==> src/rtl/multicycle_control_unit.sv <==
`default_nettype none
// ============================================================================
// Module   : multicycle_control_unit
// Purpose  : Multicycle RV32I control FSM. Sequences one instruction through
//            FETCH, DECODE, EXECUTE, MEM and WRITEBACK, driving memory
//            handshakes, enables and datapath mux selects.
// Options  : CTRL_ILLEGAL_TRAP_EN - when defined, illegal opcodes enter a
//            sticky TRAP state; otherwise they retire as NOPs.
// Revision : 1.0 - initial release
// ============================================================================
module multicycle_control_unit #(
  parameter logic [2:0] RESET_STATE = 3'd0
) (
  input  logic        clk,
  input  logic        rst,
  input  logic [31:0] instr,
  input  logic        imem_ready,
  input  logic        dmem_ready,
  input  logic        branch_taken,
  output logic        imem_req,
  output logic        ir_we,
  output logic        pc_we,
  output logic [1:0]  pc_sel,
  output logic        alu_src_a,
  output logic        alu_src_b,
  output logic [1:0]  alu_op,
  output logic        dmem_req,
  output logic        dmem_we,
  output logic        reg_we,
  output logic [1:0]  wb_sel,
  output logic        illegal_instr,
  output logic [2:0]  state
);

  typedef enum logic [2:0] {
    S_FETCH     = 3'd0,
    S_DECODE    = 3'd1,
    S_EXECUTE   = 3'd2,
    S_MEM       = 3'd3,
    S_WRITEBACK = 3'd4,
    S_TRAP      = 3'd5
  } state_t;

  localparam logic [6:0] c_op_op     = 7'b0110011;
  localparam logic [6:0] c_op_imm    = 7'b0010011;
  localparam logic [6:0] c_op_load   = 7'b0000011;
  localparam logic [6:0] c_op_store  = 7'b0100011;
  localparam logic [6:0] c_op_branch = 7'b1100011;
  localparam logic [6:0] c_op_lui    = 7'b0110111;
  localparam logic [6:0] c_op_auipc  = 7'b0010111;
  localparam logic [6:0] c_op_jal    = 7'b1101111;
  localparam logic [6:0] c_op_jalr   = 7'b1100111;
  localparam logic [6:0] c_op_fence  = 7'b0001111;
  localparam logic [6:0] c_op_system = 7'b1110011;

  state_t     r_state;
  state_t     w_next;
  logic [6:0] w_opcode;
  logic       w_illegal_flag;

  logic       w_imem_req;
  logic       w_ir_we;
  logic       w_pc_we;
  logic [1:0] w_pc_sel;
  logic       w_alu_src_a;
  logic       w_alu_src_b;
  logic [1:0] w_alu_op;
  logic       w_dmem_req;
  logic       w_dmem_we;
  logic       w_reg_we;
  logic [1:0] w_wb_sel;

  // Only the opcode field steers control; the rest of the IR feeds the datapath.
  logic       w_unused_instr;
  assign w_opcode       = instr[6:0];
  assign w_unused_instr = ^instr[31:7];

  // State register; reset returns to the configured entry state.
  always_ff @(posedge clk) begin
    if (rst) begin
      r_state <= state_t'(RESET_STATE);
    end else begin
      r_state <= w_next;
    end
  end

`ifdef CTRL_ILLEGAL_TRAP_EN
  logic w_legal;
  logic r_illegal;

  // Legal means one of the eleven base opcodes (all of which end in 2'b11).
  always_comb begin
    w_legal = 1'b0;
    case (w_opcode)
      c_op_op, c_op_imm, c_op_load, c_op_store, c_op_branch, c_op_lui,
      c_op_auipc, c_op_jal, c_op_jalr, c_op_fence, c_op_system: w_legal = 1'b1;
      default: w_legal = 1'b0;
    endcase
  end

  // Sticky illegal flag, set on the edge that enters TRAP.
  always_ff @(posedge clk) begin
    if (rst) begin
      r_illegal <= 1'b0;
    end else if (w_next == S_TRAP) begin
      r_illegal <= 1'b1;
    end
  end

  assign w_illegal_flag = r_illegal | (r_state == S_TRAP);
`else
  assign w_illegal_flag = 1'b0;
`endif

  // Next-state and per-state control outputs; every output defaults to 0.
  always_comb begin
    w_next      = r_state;
    w_imem_req  = 1'b0;
    w_ir_we     = 1'b0;
    w_pc_we     = 1'b0;
    w_pc_sel    = 2'd0;
    w_alu_src_a = 1'b0;
    w_alu_src_b = 1'b0;
    w_alu_op    = 2'd0;
    w_dmem_req  = 1'b0;
    w_dmem_we   = 1'b0;
    w_reg_we    = 1'b0;
    w_wb_sel    = 2'd0;
    case (r_state)
      S_FETCH: begin
        w_imem_req = 1'b1;
        if (imem_ready) begin
          w_ir_we = 1'b1;
          w_next  = S_DECODE;
        end
      end
      S_DECODE: begin
        w_next = S_EXECUTE;
`ifdef CTRL_ILLEGAL_TRAP_EN
        if (!w_legal) begin
          w_next = S_TRAP;
        end
`endif
      end
      S_EXECUTE: begin
        case (w_opcode)
          c_op_op: begin
            w_alu_op = 2'd2;
            w_next   = S_WRITEBACK;
          end
          c_op_imm: begin
            w_alu_op    = 2'd2;
            w_alu_src_b = 1'b1;
            w_next      = S_WRITEBACK;
          end
          c_op_load, c_op_store: begin
            w_alu_src_b = 1'b1;
            w_next      = S_MEM;
          end
          c_op_branch: begin
            w_alu_op = 2'd1;
            w_pc_we  = 1'b1;
            w_pc_sel = branch_taken ? 2'd1 : 2'd0;
            w_next   = S_FETCH;
          end
          c_op_lui: begin
            w_alu_op    = 2'd3;
            w_alu_src_b = 1'b1;
            w_next      = S_WRITEBACK;
          end
          c_op_auipc: begin
            w_alu_src_a = 1'b1;
            w_alu_src_b = 1'b1;
            w_next      = S_WRITEBACK;
          end
          c_op_jal: begin
            w_next = S_WRITEBACK;
          end
          c_op_jalr: begin
            w_alu_src_b = 1'b1;
            w_next      = S_WRITEBACK;
          end
          default: begin
            // FENCE, SYSTEM and untrapped illegal opcodes retire as NOPs.
            w_pc_we = 1'b1;
            w_next  = S_FETCH;
          end
        endcase
      end
      S_MEM: begin
        w_dmem_req = 1'b1;
        w_dmem_we  = (w_opcode == c_op_store);
        if (dmem_ready) begin
          if (w_opcode == c_op_store) begin
            w_pc_we = 1'b1;
            w_next  = S_FETCH;
          end else begin
            w_next  = S_WRITEBACK;
          end
        end
      end
      S_WRITEBACK: begin
        w_reg_we = 1'b1;
        w_pc_we  = 1'b1;
        case (w_opcode)
          c_op_load: w_wb_sel = 2'd1;
          c_op_jal: begin
            w_wb_sel = 2'd2;
            w_pc_sel = 2'd1;
          end
          c_op_jalr: begin
            w_wb_sel = 2'd2;
            w_pc_sel = 2'd2;
          end
          default: w_wb_sel = 2'd0;
        endcase
        w_next = S_FETCH;
      end
      S_TRAP: begin
        w_next = S_TRAP;
      end
      default: begin
        w_next = S_FETCH;
      end
    endcase
  end

  // Reset masks every output combinationally, including in-flight requests.
  assign imem_req      = w_imem_req  & ~rst;
  assign ir_we         = w_ir_we     & ~rst;
  assign pc_we         = w_pc_we     & ~rst;
  assign pc_sel        = rst ? 2'd0 : w_pc_sel;
  assign alu_src_a     = w_alu_src_a & ~rst;
  assign alu_src_b     = w_alu_src_b & ~rst;
  assign alu_op        = rst ? 2'd0 : w_alu_op;
  assign dmem_req      = w_dmem_req  & ~rst;
  assign dmem_we       = w_dmem_we   & ~rst;
  assign reg_we        = w_reg_we    & ~rst;
  assign wb_sel        = rst ? 2'd0 : w_wb_sel;
  assign illegal_instr = w_illegal_flag & ~rst;
  assign state         = rst ? 3'd0 : r_state;

endmodule
`default_nettype wire

==> config.mk <==
export PLATFORM = sky130hd
export DESIGN_NAME = multicycle_control_unit
export DESIGN_NICKNAME = d
export VERILOG_FILES = /design/src/rtl/multicycle_control_unit.sv
export SDC_FILE = /design/constraint.sdc
export NUM_CORES = 1
export LEC_CHECK = 0
export ABC_AREA = 1
export CORE_UTILIZATION = 27
export DETAILED_ROUTE_END_ITERATION = 6
export PLACE_DENSITY = 0.76
export SLEW_MARGIN = 20
export SYNTH_ARGS = -nofsm -noshare
export SYNTH_HDL_FRONTEND = slang
export SYNTH_SLANG_ARGS = --single-unit
==> constraint.sdc <==
create_clock -name clk -period 1.6 [get_ports clk]
set_input_delay 0.24 -clock clk [delete_from_list [all_inputs] [get_ports clk]]
set_output_delay 0.24 -clock clk [all_outputs]
set_load 0.02 [all_outputs]
==> results <==
==> repair_timing <==
item,4_1_cts,5_1_grt
endpoints found under the setup margin,17,12
setup buffers,1,3
cloned,0,0
gates resized for setup,91,26
pin swaps,5,6
==> metal layers <==
metal	global-route usage, %	up-vias	wire length, um
li1	-	424	-
met1	23.4	378	867
met2	33.7	38	1100
met3	2.38	6	100
met4	7.27	0	63
met5	0	-	0
==> cells by family (layout without fill, tap and decap cells) <==
kind of cell / Yosys count / count (layout) / share of synthesized area [%]
buffers and inverters: 18 / 75 / 14.2
flip-flops: 3 / 3 / 11.8
other: 1 / 1 / 0.736
AO/OA/AOI/OAI: 12 / 12 / 14.7
AND/OR/NAND/NOR: 62 / 62 / 58.5
==> synth_stat cells (2+ instances only) <==
cell / number / area (sq um)
nor2_1: 14 / 52.6
o21ai_0: 2 / 10.0
nor3_1: 5 / 25.0
nand2_1: 21 / 78.8
nor2_2: 4 / 25.0
nand3_1: 9 / 45.0
inv_1: 12 / 45.0
nor2_4: 2 / 22.5
inv_2: 4 / 15.0
nand2_2: 3 / 18.8
nand4_1: 2 / 12.5
a21oi_1: 4 / 20.0
dfxtp_1: 3 / 60.1
==> stage by stage <==
step / utilization, % / cells
6_report: 61.1 / 178
2_1_floorplan: - / 96
3_5_place_dp: 56.3 / 170
3_3_place_gp: 56.3 / 170
4_1_cts: 58.6 / 175
5_1_grt: 61.1 / 178
==> layout by cell type, fill, tap and decap left out, types with 2 or more instances in the layout <==
cell / synthesis / final
a21oi_1: 4 / 4
buf_2: 1 / 11
buf_4: 1 / 30
clkbuf_2: 0 / 3
clkbuf_4: 0 / 3
clkdlybuf4s15_2: 0 / 2
clkdlybuf4s50_1: 0 / 3
dfxtp_2: 0 / 2
dlygate4sd2_1: 0 / 6
inv_1: 12 / 10
inv_2: 4 / 4
inv_4: 0 / 2
nand2_1: 21 / 14
nand2_2: 3 / 9
nand3_1: 9 / 7
nand3_2: 0 / 2
nand4_1: 2 / 2
nor2_1: 14 / 9
nor2_2: 4 / 3
nor2_4: 2 / 8
nor3_1: 5 / 3
nor3_4: 0 / 2
o21ai_0: 2 / 2
==> power groups by stage <==
stage / clock network, W / logic [W] / registers, W
after floorplan: 0 / 0.000179 / 0.000110
after global placement: 0 / 0.000385 / 0.000107
after detailed placement: 0 / 0.000390 / 0.000108
after CTS: 0.000137 / 0.000389 / 0.000112
after global routing: 0.000139 / 0.000451 / 0.000120
final: 0.000130 / 0.000420 / 0.000117
==> tightest hold or removal path, stage by stage <==
cell and delay, ps:
buf_2 160, inv_4 70, nand4_1 140, a31oi_1 110
==> worst paths after layout <==
path	startpoint	endpoint	slack, ps	cells past startpoint
worst max register to register	r_state[2]	r_state[0]	390	9
worst min-delay path	instr[4]	r_state[1]	540	4
worst max-delay path	r_state[2]	pc_we	-0.6	7
worst min register to register	r_state[0]	r_state[2]	600	3
==> final cells by class <==
type / instances / area, sq um / share of cell area, %
well taps: 25 / 31.3 / 2.93
multi-input cells: 75 / 482 / 45.1
inverters: 16 / 65.1 / 6.10
clock buffers: 4 / 26.3 / 2.46
repair buffers: 55 / 400 / 37.5
flip-flops and latches: 3 / 62.6 / 5.86
==> results.cfg <==
[status]
status = finished, violations left
failed_checks = negative setup slack

[timing]
fin_setup_tns_ps = -0.565
fin_crit_sh_pct = 100
setup_viol = 1
skew_ps = 0.731
setup_slack_ps = -0.565
period_needed_ps = 1600
rsz0062_at_grt = yes
whs_ps = 539
fmax_mhz = 625
final-hold-violation-count = 0
drv_slew = 0

[power_and_ir_drop]
ir_worst_vdd_v = 0.000548
seqPwrFrac_pct = 17.5
p_per_area_mw_per_mm2 = 625
finalPower_w = 0.000667
pwr-share-comb_pct = 63.0
p_sw_share_pct = 44.3
clock_power_share_pct = 19.5
p_switching_w = 0.000296
power_leakage_nw = 0.528
intPower_w = 0.000371

[cts]
cts_hold_buf = 0
clk_latency_ps = 230
clockBufferDepth = 2
cts_tree = done
htree_levels = 1
clkTransAtPathRegs_ps = 40
cts.sinks = 3
cts_buffers = 3
root_buffer = clkbuf_4

[placement]
gp_congestion = 0.896
place_hpwl_um = 1500
place_area_sq_um = 983
io_buffer_count = 28
dp_slack_ps = -733

[setup_path]
cp_num_buf_inv = 2
cp_data_arrival_time_ps = 1360
start_kind = register
crit_chain = inv_2, nand2_2, nor2_4, nand2_1, nand3b_1, a21oi_2, buf_4
crit_path_max_incr_delay_ps = 310
crit_path_top_delay_cell = dfxtp_2
critPathTopFamily = simple AND/OR/NAND/NOR gates
end_kind = output port
cp_data_required_time_ps = 1360
crit_type = reg -> out
cp_max_fo = 4

[die]
die-height_um = 45.4
die_w_um = 45.4
start_util_pct = 29.2
die_area_sq_mm = 0.00206
rows = 15
pin_count = 55
design.core.area_sq_mm = 0.00175

[grt]
grt_max_degree = 7
antenna_found_initial = 0
grt_pass1_vias = 701
overflow = 0
grt_usage_pct = 19.2
grt_pass1_wl_um = 2860

[hold_path]
hp-class = in -> reg

[logic_synthesis]
post_synth_inst_count = 96
synth_area_sq_um = 509
async_reset_ff_share_pct = 0
synth_fp_nets = 133
synth_edf_count = 0
synthFlopType = dfxtp_1
yosysWarnings = 0
ys_seq_elements = 3
synth_cell_types = 24
synth_seq_area_share_pct = 11.8
synth_area_per_cell_sq_um = 5.30

[final_layout]
insertedDiodeCount = 0
layout-drive-gt1-share_pct = 56.2
num-nets-final = 191
fill_cells = 167
fin_area_sq_mm = 0.00107
largestRegisters = r_state (3)
largest_reg_flops = 3
area_growth_pct = 110
largest-register = r_state

[job]
cap_violations = 0

[drt]
wire_per_inst_um = 12.0
via_per_inst = 4.75
route.vias.total = 846
dr.pass1.iters = 4
routed_wl_um = 2130
drt_iter0_drc = 25
drc = 0
ant_nets = 0
Note: power is estimated with default switching activity, not from simulation.
